**src/rtl/mem_bus_arbiter.sv**
```systemverilog
// Arbitrates one Wishbone-classic memory bus between the fetch and data ports, data first.
// Optional bus watchdog is compiled in with `define BUS_TIMEOUT_EN.
module mem_bus_arbiter #(
  parameter int TIMEOUT_CYCLES = 255
) (
  input  logic        clk,
  input  logic        rst,
  input  logic [5:0]  stall,
  input  logic        flush,
  input  logic        inst_req,
  input  logic [31:0] inst_addr,
  output logic [31:0] inst_rdata,
  output logic        inst_stallreq,
  input  logic        data_req,
  input  logic        data_we,
  input  logic [3:0]  data_sel,
  input  logic [31:0] data_addr,
  input  logic [31:0] data_wdata,
  output logic [31:0] data_rdata,
  output logic        data_stallreq,
  output logic        bus_cyc,
  output logic        bus_stb,
  output logic        bus_we,
  output logic [3:0]  bus_sel,
  output logic [31:0] bus_addr,
  output logic [31:0] bus_wdata,
  input  logic [31:0] bus_rdata,
  input  logic        bus_ack,
  output logic        bus_timeout
);

  typedef enum logic [2:0] {
    IDLE, DATA_BUSY, INST_BUSY, DATA_HOLD, INST_HOLD, FLUSH_DRAIN
  } state_t;

  state_t      state_reg, state_next;
  logic        bus_cyc_reg, bus_cyc_next;
  logic        bus_stb_reg, bus_stb_next;
  logic        bus_we_reg, bus_we_next;
  logic [3:0]  bus_sel_reg, bus_sel_next;
  logic [31:0] bus_addr_reg, bus_addr_next;
  logic [31:0] bus_wdata_reg, bus_wdata_next;
  logic [31:0] inst_rdata_reg, inst_rdata_next;
  logic [31:0] data_rdata_reg, data_rdata_next;

  logic        ack_eff;
  logic [31:0] rdata_eff;
  logic        timeout_hit;
  logic        unused_stall;

  assign unused_stall = ^{stall[5], stall[3:2], stall[0]};

`ifdef BUS_TIMEOUT_EN
  localparam int CNT_W = $clog2(TIMEOUT_CYCLES + 1);

  logic [CNT_W-1:0] tmo_cnt_reg, tmo_cnt_next;
  logic             bus_timeout_reg;
  logic             busy;

  assign busy        = (state_reg == DATA_BUSY) || (state_reg == INST_BUSY) ||
                       (state_reg == FLUSH_DRAIN);
  assign timeout_hit = busy && !bus_ack && (tmo_cnt_reg == CNT_W'(TIMEOUT_CYCLES - 1));

  // Restart the count on every ack and on every entry into a waiting state.
  always_comb begin
    tmo_cnt_next = tmo_cnt_reg + CNT_W'(1);
    if (!busy || bus_ack || (state_next != state_reg))
      tmo_cnt_next = '0;
  end

  always_ff @(posedge clk) begin
    if (rst) begin
      tmo_cnt_reg     <= '0;
      bus_timeout_reg <= 1'b0;
    end else begin
      tmo_cnt_reg     <= tmo_cnt_next;
      bus_timeout_reg <= timeout_hit;
    end
  end

  assign bus_timeout = bus_timeout_reg;
`else
  // Without the watchdog a transaction waits for its ack indefinitely.
  assign timeout_hit = (TIMEOUT_CYCLES < 0);
  assign bus_timeout = 1'b0;
`endif

  assign ack_eff   = bus_ack || timeout_hit;
  assign rdata_eff = timeout_hit ? 32'h0 : bus_rdata;

  always_comb begin
    state_next      = state_reg;
    bus_cyc_next    = bus_cyc_reg;
    bus_stb_next    = bus_stb_reg;
    bus_we_next     = bus_we_reg;
    bus_sel_next    = bus_sel_reg;
    bus_addr_next   = bus_addr_reg;
    bus_wdata_next  = bus_wdata_reg;
    inst_rdata_next = inst_rdata_reg;
    data_rdata_next = data_rdata_reg;

    case (state_reg)
      IDLE: begin
        if (!flush && data_req) begin
          bus_cyc_next   = 1'b1;
          bus_stb_next   = 1'b1;
          bus_we_next    = data_we;
          bus_sel_next   = data_sel;
          bus_addr_next  = data_addr;
          bus_wdata_next = data_wdata;
          state_next     = DATA_BUSY;
        end else if (!flush && inst_req) begin
          bus_cyc_next   = 1'b1;
          bus_stb_next   = 1'b1;
          bus_we_next    = 1'b0;
          bus_sel_next   = 4'hF;
          bus_addr_next  = inst_addr;
          bus_wdata_next = 32'h0;
          state_next     = INST_BUSY;
        end
      end
      DATA_BUSY: begin
        // A started load/store always completes, even across a flush.
        if (ack_eff) begin
          data_rdata_next = rdata_eff;
          state_next      = stall[4] ? DATA_HOLD : IDLE;
        end
      end
      INST_BUSY: begin
        if (ack_eff) begin
          if (flush) begin
            state_next = IDLE;
          end else begin
            inst_rdata_next = rdata_eff;
            state_next      = stall[1] ? INST_HOLD : IDLE;
          end
        end else if (flush) begin
          state_next = FLUSH_DRAIN;
        end
      end
      FLUSH_DRAIN: begin
        if (ack_eff)
          state_next = IDLE;
      end
      DATA_HOLD: begin
        if (!stall[4] || flush)
          state_next = IDLE;
      end
      INST_HOLD: begin
        if (!stall[1] || flush)
          state_next = IDLE;
      end
      default: state_next = IDLE;
    endcase

    if (((state_reg == DATA_BUSY) || (state_reg == INST_BUSY) ||
         (state_reg == FLUSH_DRAIN)) && ack_eff) begin
      bus_cyc_next = 1'b0;
      bus_stb_next = 1'b0;
      bus_we_next  = 1'b0;
      bus_sel_next = 4'h0;
    end
  end

  always_ff @(posedge clk) begin
    if (rst) begin
      state_reg      <= IDLE;
      bus_cyc_reg    <= 1'b0;
      bus_stb_reg    <= 1'b0;
      bus_we_reg     <= 1'b0;
      bus_sel_reg    <= 4'h0;
      bus_addr_reg   <= 32'h0;
      bus_wdata_reg  <= 32'h0;
      inst_rdata_reg <= 32'h0;
      data_rdata_reg <= 32'h0;
    end else begin
      state_reg      <= state_next;
      bus_cyc_reg    <= bus_cyc_next;
      bus_stb_reg    <= bus_stb_next;
      bus_we_reg     <= bus_we_next;
      bus_sel_reg    <= bus_sel_next;
      bus_addr_reg   <= bus_addr_next;
      bus_wdata_reg  <= bus_wdata_next;
      inst_rdata_reg <= inst_rdata_next;
      data_rdata_reg <= data_rdata_next;
    end
  end

  assign bus_cyc   = bus_cyc_reg;
  assign bus_stb   = bus_stb_reg;
  assign bus_we    = bus_we_reg;
  assign bus_sel   = bus_sel_reg;
  assign bus_addr  = bus_addr_reg;
  assign bus_wdata = bus_wdata_reg;

  // The ack cycle forwards bus data so the pipeline can advance without an extra cycle.
  assign data_rdata = ((state_reg == DATA_BUSY) && ack_eff) ? rdata_eff : data_rdata_reg;
  assign inst_rdata = ((state_reg == INST_BUSY) && ack_eff && !flush) ? rdata_eff
                                                                       : inst_rdata_reg;

  assign data_stallreq = data_req && !((state_reg == DATA_BUSY) && ack_eff) &&
                         (state_reg != DATA_HOLD);

  assign inst_stallreq = !flush &&
                         ((inst_req && !((state_reg == INST_BUSY) && ack_eff) &&
                           (state_reg != INST_HOLD)) ||
                          (state_reg == DATA_BUSY) || (state_reg == FLUSH_DRAIN));

endmodule

```
**config.mk**
```make
export PLATFORM = sky130hd
export DESIGN_NAME = mem_bus_arbiter
export DESIGN_NICKNAME = d
export VERILOG_FILES = /design/src/rtl/mem_bus_arbiter.sv
export SDC_FILE = /design/constraint.sdc
export NUM_CORES = 1
export LEC_CHECK = 0
export CAP_MARGIN = 15
export CELL_PAD_IN_SITES_DETAIL_PLACEMENT = 1
export CELL_PAD_IN_SITES_GLOBAL_PLACEMENT = 1
export CORE_MARGIN = 2
export CORE_UTILIZATION = 31
export CTS_CLUSTER_DIAMETER = 200
export DETAILED_ROUTE_END_ITERATION = 10
export GPL_TIMING_DRIVEN = 0
export PLACE_DENSITY = 0.82
export SLEW_MARGIN = 20
export SYNTH_ARGS = -nofsm -noshare
export SYNTH_HDL_FRONTEND = slang
export SYNTH_SLANG_ARGS = --single-unit
```
**constraint.sdc**
```tcl
create_clock -name clk -period 2.14 [get_ports clk]
set_input_delay 0.214 -clock clk [delete_from_list [all_inputs] [get_ports clk]]
set_output_delay 0.214 -clock clk [all_outputs]
set_load 0.005 [all_outputs]
```
Word-level counts from Yosys, hierarchy flattened
Index checks and enable logic that the tools add are counted.
{"block": "totals", "reg_bits": 137}
{"block": "classes", "n_eq_ne": 13, "bitwise": 1, "mux": 24, "n_reduce_logical": 29}
{"operator": "2-to-1 mux 32 bit", "count": 6}
{"operator": "2-to-1 mux 3 bit", "count": 10}
{"operator": "case mux 3 bit (6 select lines)", "count": 1}
{"operator": "logical AND 1 bit", "count": 11}
{"operator": "inequality test 3 bit (second input constant)", "count": 3}
{"operator": "2-to-1 mux 4 bit", "count": 2}
{"operator": "inequality test 2 bit (second input constant)", "count": 4}
{"operator": "== test 3 x 2 -> 1 bit (second input constant)", "count": 2}
{"operator": "== test 3 bit (second input constant)", "count": 2}
{"operator": "logical OR 1 bit", "count": 6}
{"operator": "AND reduction 6 bit", "count": 1}
{"operator": "zero test 1 bit", "count": 5}
{"operator": "2-to-1 mux 1 bit", "count": 4}
{"operator": "AND reduction 2 bit", "count": 2}
{"operator": "== test 3 x 1 -> 1 bit (second input constant)", "count": 1}
{"operator": "zero test 3 bit", "count": 1}
{"operator": "inequality test 3 x 2 -> 1 bit (second input constant)", "count": 1}
{"operator": "AND reduction 3 bit", "count": 1}
{"operator": "2-to-1 mux 2 bit", "count": 1}
{"operator": "nonzero test 2 bit", "count": 1}
{"operator": "OR reduction 2 bit", "count": 1}
{"operator": "inverter 1 bit", "count": 1}

Depth between registers and ports, before layout
{"block": "depth", "word_depth": 8, "ltp_mapped": 8}

Worst setup path before layout
OpenSTA, ideal clock, no wires.
{"block": "synth_path", "path_type": "register to register", "startpoint": "register state_reg[2]", "endpoint": "register data_rdata_reg[0]", "slack_ns": 0.496, "stages_incl_launch_ff": 6, "t_arrival_ns": 1.530, "path_buffers": 2, "period_less_slack_ns": 1.644, "cell_sequence": "dfxtp_1 > buf_6 > nor4_4 > buf_6 > mux2_4 > and2b_1"}
{"block": "synth_between", "elab_chain_cells": 2}
{"item": "start, declared", "line": "36", "rtl": "state_t state_reg, state_next;"}
{"item": "start signal, assigned", "line": "177", "rtl": "state_reg <= state_next;"}
{"item": "== test 3 x 1 -> 1 bit", "line": "102", "rtl": "case (state_reg)"}
{"item": "AND reduction 2 bit (no source line)"}
{"item": "end signal, assigned", "line": "185", "rtl": "data_rdata_reg <= data_rdata_next;"}
{"item": "end, declared", "line": "44", "rtl": "logic [31:0] data_rdata_reg, data_rdata_next;"}
Every way passes these cells.
A chain may end at the register's enable or synchronous reset.

Worst setup path after layout
{"block": "layout_path", "startpoint": "register state_reg[0]", "endpoint": "output inst_rdata[17]"}
{"block": "layout_between", "elab_chain_cells": 4}
{"item": "== test 3 x 2 -> 1 bit", "line": "198", "rtl": "assign inst_rdata = ((state_reg == INST_BUSY) && ack_eff && !flush) ? rdata_eff"}
{"item": "logical AND 1 bit (2 in a row)", "line": "198"}
{"item": "2-to-1 mux 32 bit", "line": "198"}
{"item": "end, declared", "line": "12", "rtl": "output logic [31:0] inst_rdata,"}
Every way passes these cells.

==> out/qor.yml <==
power.share.combinational_pct: 33.0
yosysTopAreaCell: "dfxtp_1"
dp_hpwl_microns: 14540
cp_max_fo: 5
cts_root_buf: "clkbuf_16"
grt_use_met3_pct: 5.631
synth-warning-count: 0
place_area_sq_um: 9115
ant_nets: 0
vdd_drop_max_mv: 0.6204
p_leak_uw: 0.004385
vias: 5295
skew_ns: 0.007679
ios: 283
power_frac_seq_pct: 32.8
syn_nets: 675
worst_skew_pair.late_latency_ns: 0.42
final_cell_count_no_fill: 1147
slew_viol_final: 0
min_period_ns: 2.311
min_path_type: "input port to register"
grt_util_met2_pct: 35.76
die_h_microns: 143.4
clkPwrFrac_pct: 34.2
dr.pass1.iters: 4
setup_viol: 48
synth.most_common_cell: "dfxtp_1"
synth.distinct_cells: 33
n_antenna_cell: 0
yosysTopAreaCellShare_pct: 45.51
worstMarginPinSlew_ns: 0.7558
cts_sinks: 137
drive_gt1_share_pct: 31.00
cts-buffers-inserted: 17
netlist_instances: 530
endpoint_kind: "output pin"
path_class: "register to output pin"
clkTransAtPathRegs_ns: 0.06
ys.flop_type: "dfxtp_1"
use_met1_pct: 22.62
p_switching_uw: 2581
async_flop_share_pct: 0
grt.overflow.total: 0
violations: "setup timing"
numPlacedInstances: 1066
fin_area_sq_um: 10430
rsz0062_at_grt: "yes"
p_int_uw: 6648
syn2layout_area_growth_pct: 73.05
power_density_nw_per_um2: 884.8
grt_start_max_net_pins: 17
arrival_ns: 2.10
timing_hold_violations_final: 0
timing.slew.headroom_pct: 49.61
first_iter_violations: 127
final_net_count: 1019
yosysSeqAreaShare_pct: 45.51
wl_per_cell_microns: 18.37
synth_edf_count: 0
synthTopCellsByArea: "dfxtp_1 (46%), mux2_4 (15%), a211oi_2 (6.6%)"
fmax_ghz: 0.4328
syn_area_sq_um: 6027
cts_tree: "done"
htreeDepth: 4
critPathLaunchType: "register"
maxCapViolations: 0
antenna_found_initial: 0
drc: 0
grt_pass1_vias: 5738
routed_wirelength_microns: 21070
die_area_sq_um: 20570
ctsLongestPathBuffers: 2
place_congestion: 0.7548
io_buffers: 276
status: "complete, but fails checks"
cts_hold_buf: 0
grt_pass1_wl_microns: 31730
cp.required_ns: 1.93
syn_area_per_cell_sq_um: 11.37
worst_slack_ns: -0.1707
fin_crit_sh_pct: 108.0
track_usage_pct: 20.14
yosys_register_bits: 137
core_area_sq_um: 18890
switching_share_pct: 27.96
vias_per_cell: 4.616
die_x_microns: 143.4
top_usage_layer: "met2"
initial_core_util_pct: 31.90
synth_common_cells: "dfxtp_1 (137), nor2_1 (74), mux2_4 (60)"
num_rows: 50
==> worst max-delay path, stage by stage (launching register included) <==
cell     delay, ns
dfxtp_4       0.36
buf_6         0.12
nor2_4        0.07
and4b_1       0.22
buf_6         0.16
buf_12        0.12
buf_8         0.12
buf_6         0.09
mux2_4        0.30
buf_6         0.12
==> final timing paths <==
path                                     start            endpoint  slack (ns)  cells after the start
worst min register to register      bus_sel[0]          bus_sel[0]        0.50                      2
worst max-delay path              state_reg[0]      inst_rdata[17]       -0.17                      9
worst min-delay path            data_wdata[17]       bus_wdata[17]        0.43                      3
worst max register to register    state_reg[0]  inst_rdata_reg[13]        0.14                     10
==> metrics by stage <==
step	total power, uW	TNS [ns]	util (%)	setup slack, ns	hold WS (ns)
2_1_floorplan	4406	0	-	0.4961	0.3758
3_3_place_gp	5676	-31.12	48.25	-0.5798	0.4710
3_5_place_dp	5744	-31.92	48.25	-0.5628	0.4853
4_1_cts	9261	-4.001	54.75	-0.1805	0.4172
5_1_grt	9648	-7.579	55.21	-0.2385	0.4288
6_report	9229	-3.553	55.21	-0.1707	0.4285
==> area by class of cell <==
| cell class | instances | area [sq um] |
|---|---|---|
| clock buffers | 19 | 432.9 |
| repair buffers | 325 | 3366 |
| clock inverters | 13 | 195.2 |
| inverters | 4 | 17.52 |
| well taps | 260 | 325.3 |
| flip-flops and latches | 137 | 2750 |
| plain buffers | 46 | 374.1 |
| fillers | 2007 | 8463 |
| multi-input cells | 343 | 2969 |
==> cells by family (layout without fill, tap and decap cells) <==
logic type,after synthesis,in the layout,synth area share (%)
simple gates,157,157,14.37
compound gates,85,85,12.85
mux,100,100,21.67
buf+inv,50,407,5.543
flops,137,137,45.51
other cells,1,1,0.06222
==> power groups by stage <==
stage	combinational, uW	sequential [uW]	clock, uW
2_1_floorplan	1350	3060	0
3_3_place_gp	2630	3050	0
3_5_place_dp	2680	3070	0
4_1_cts	3020	3020	3220
5_1_grt	3260	3060	3330
6_report	3040	3030	3160
==> repair_timing <==
action                                  in CTS  in global routing
cloned                                       2                  0
buffers inserted                            37                 12
gates resized for setup                    359                  8
pin swaps                                    2                  1
endpoints found under the setup margin      66                 64
==> routing by layer <==
layer,up-vias,wire (microns)
li1,2523,-
met1,2552,8395
met2,184,10760
met3,36,1319
met4,0,590
met5,-,0
==> layout by cell type (no fill, tap or decap), types with 3 or more instances in the layout <==
cell and instances:
nor2b_1 34, a21oi_1 3, buf_8 5, clkbuf_16 17, mux2_4 63, clkdlybuf4s50_1 209
and2b_1 31, o22ai_1 4, buf_4 35, a22oi_1 33, clkinv_4 4, nor2_1 73
buf_6 80, buf_2 5, o21ai_0 5, inv_1 3, clkinvlp_4 3, clkbuf_1 20
mux2i_1 36, nand2_1 3, buf_12 14, dlygate4sd2_1 3, nand2b_1 4, bufinv_16 4
a211oi_2 32, dfxtp_1 135
No activity file was read; power rests on OpenSTA's default activity.
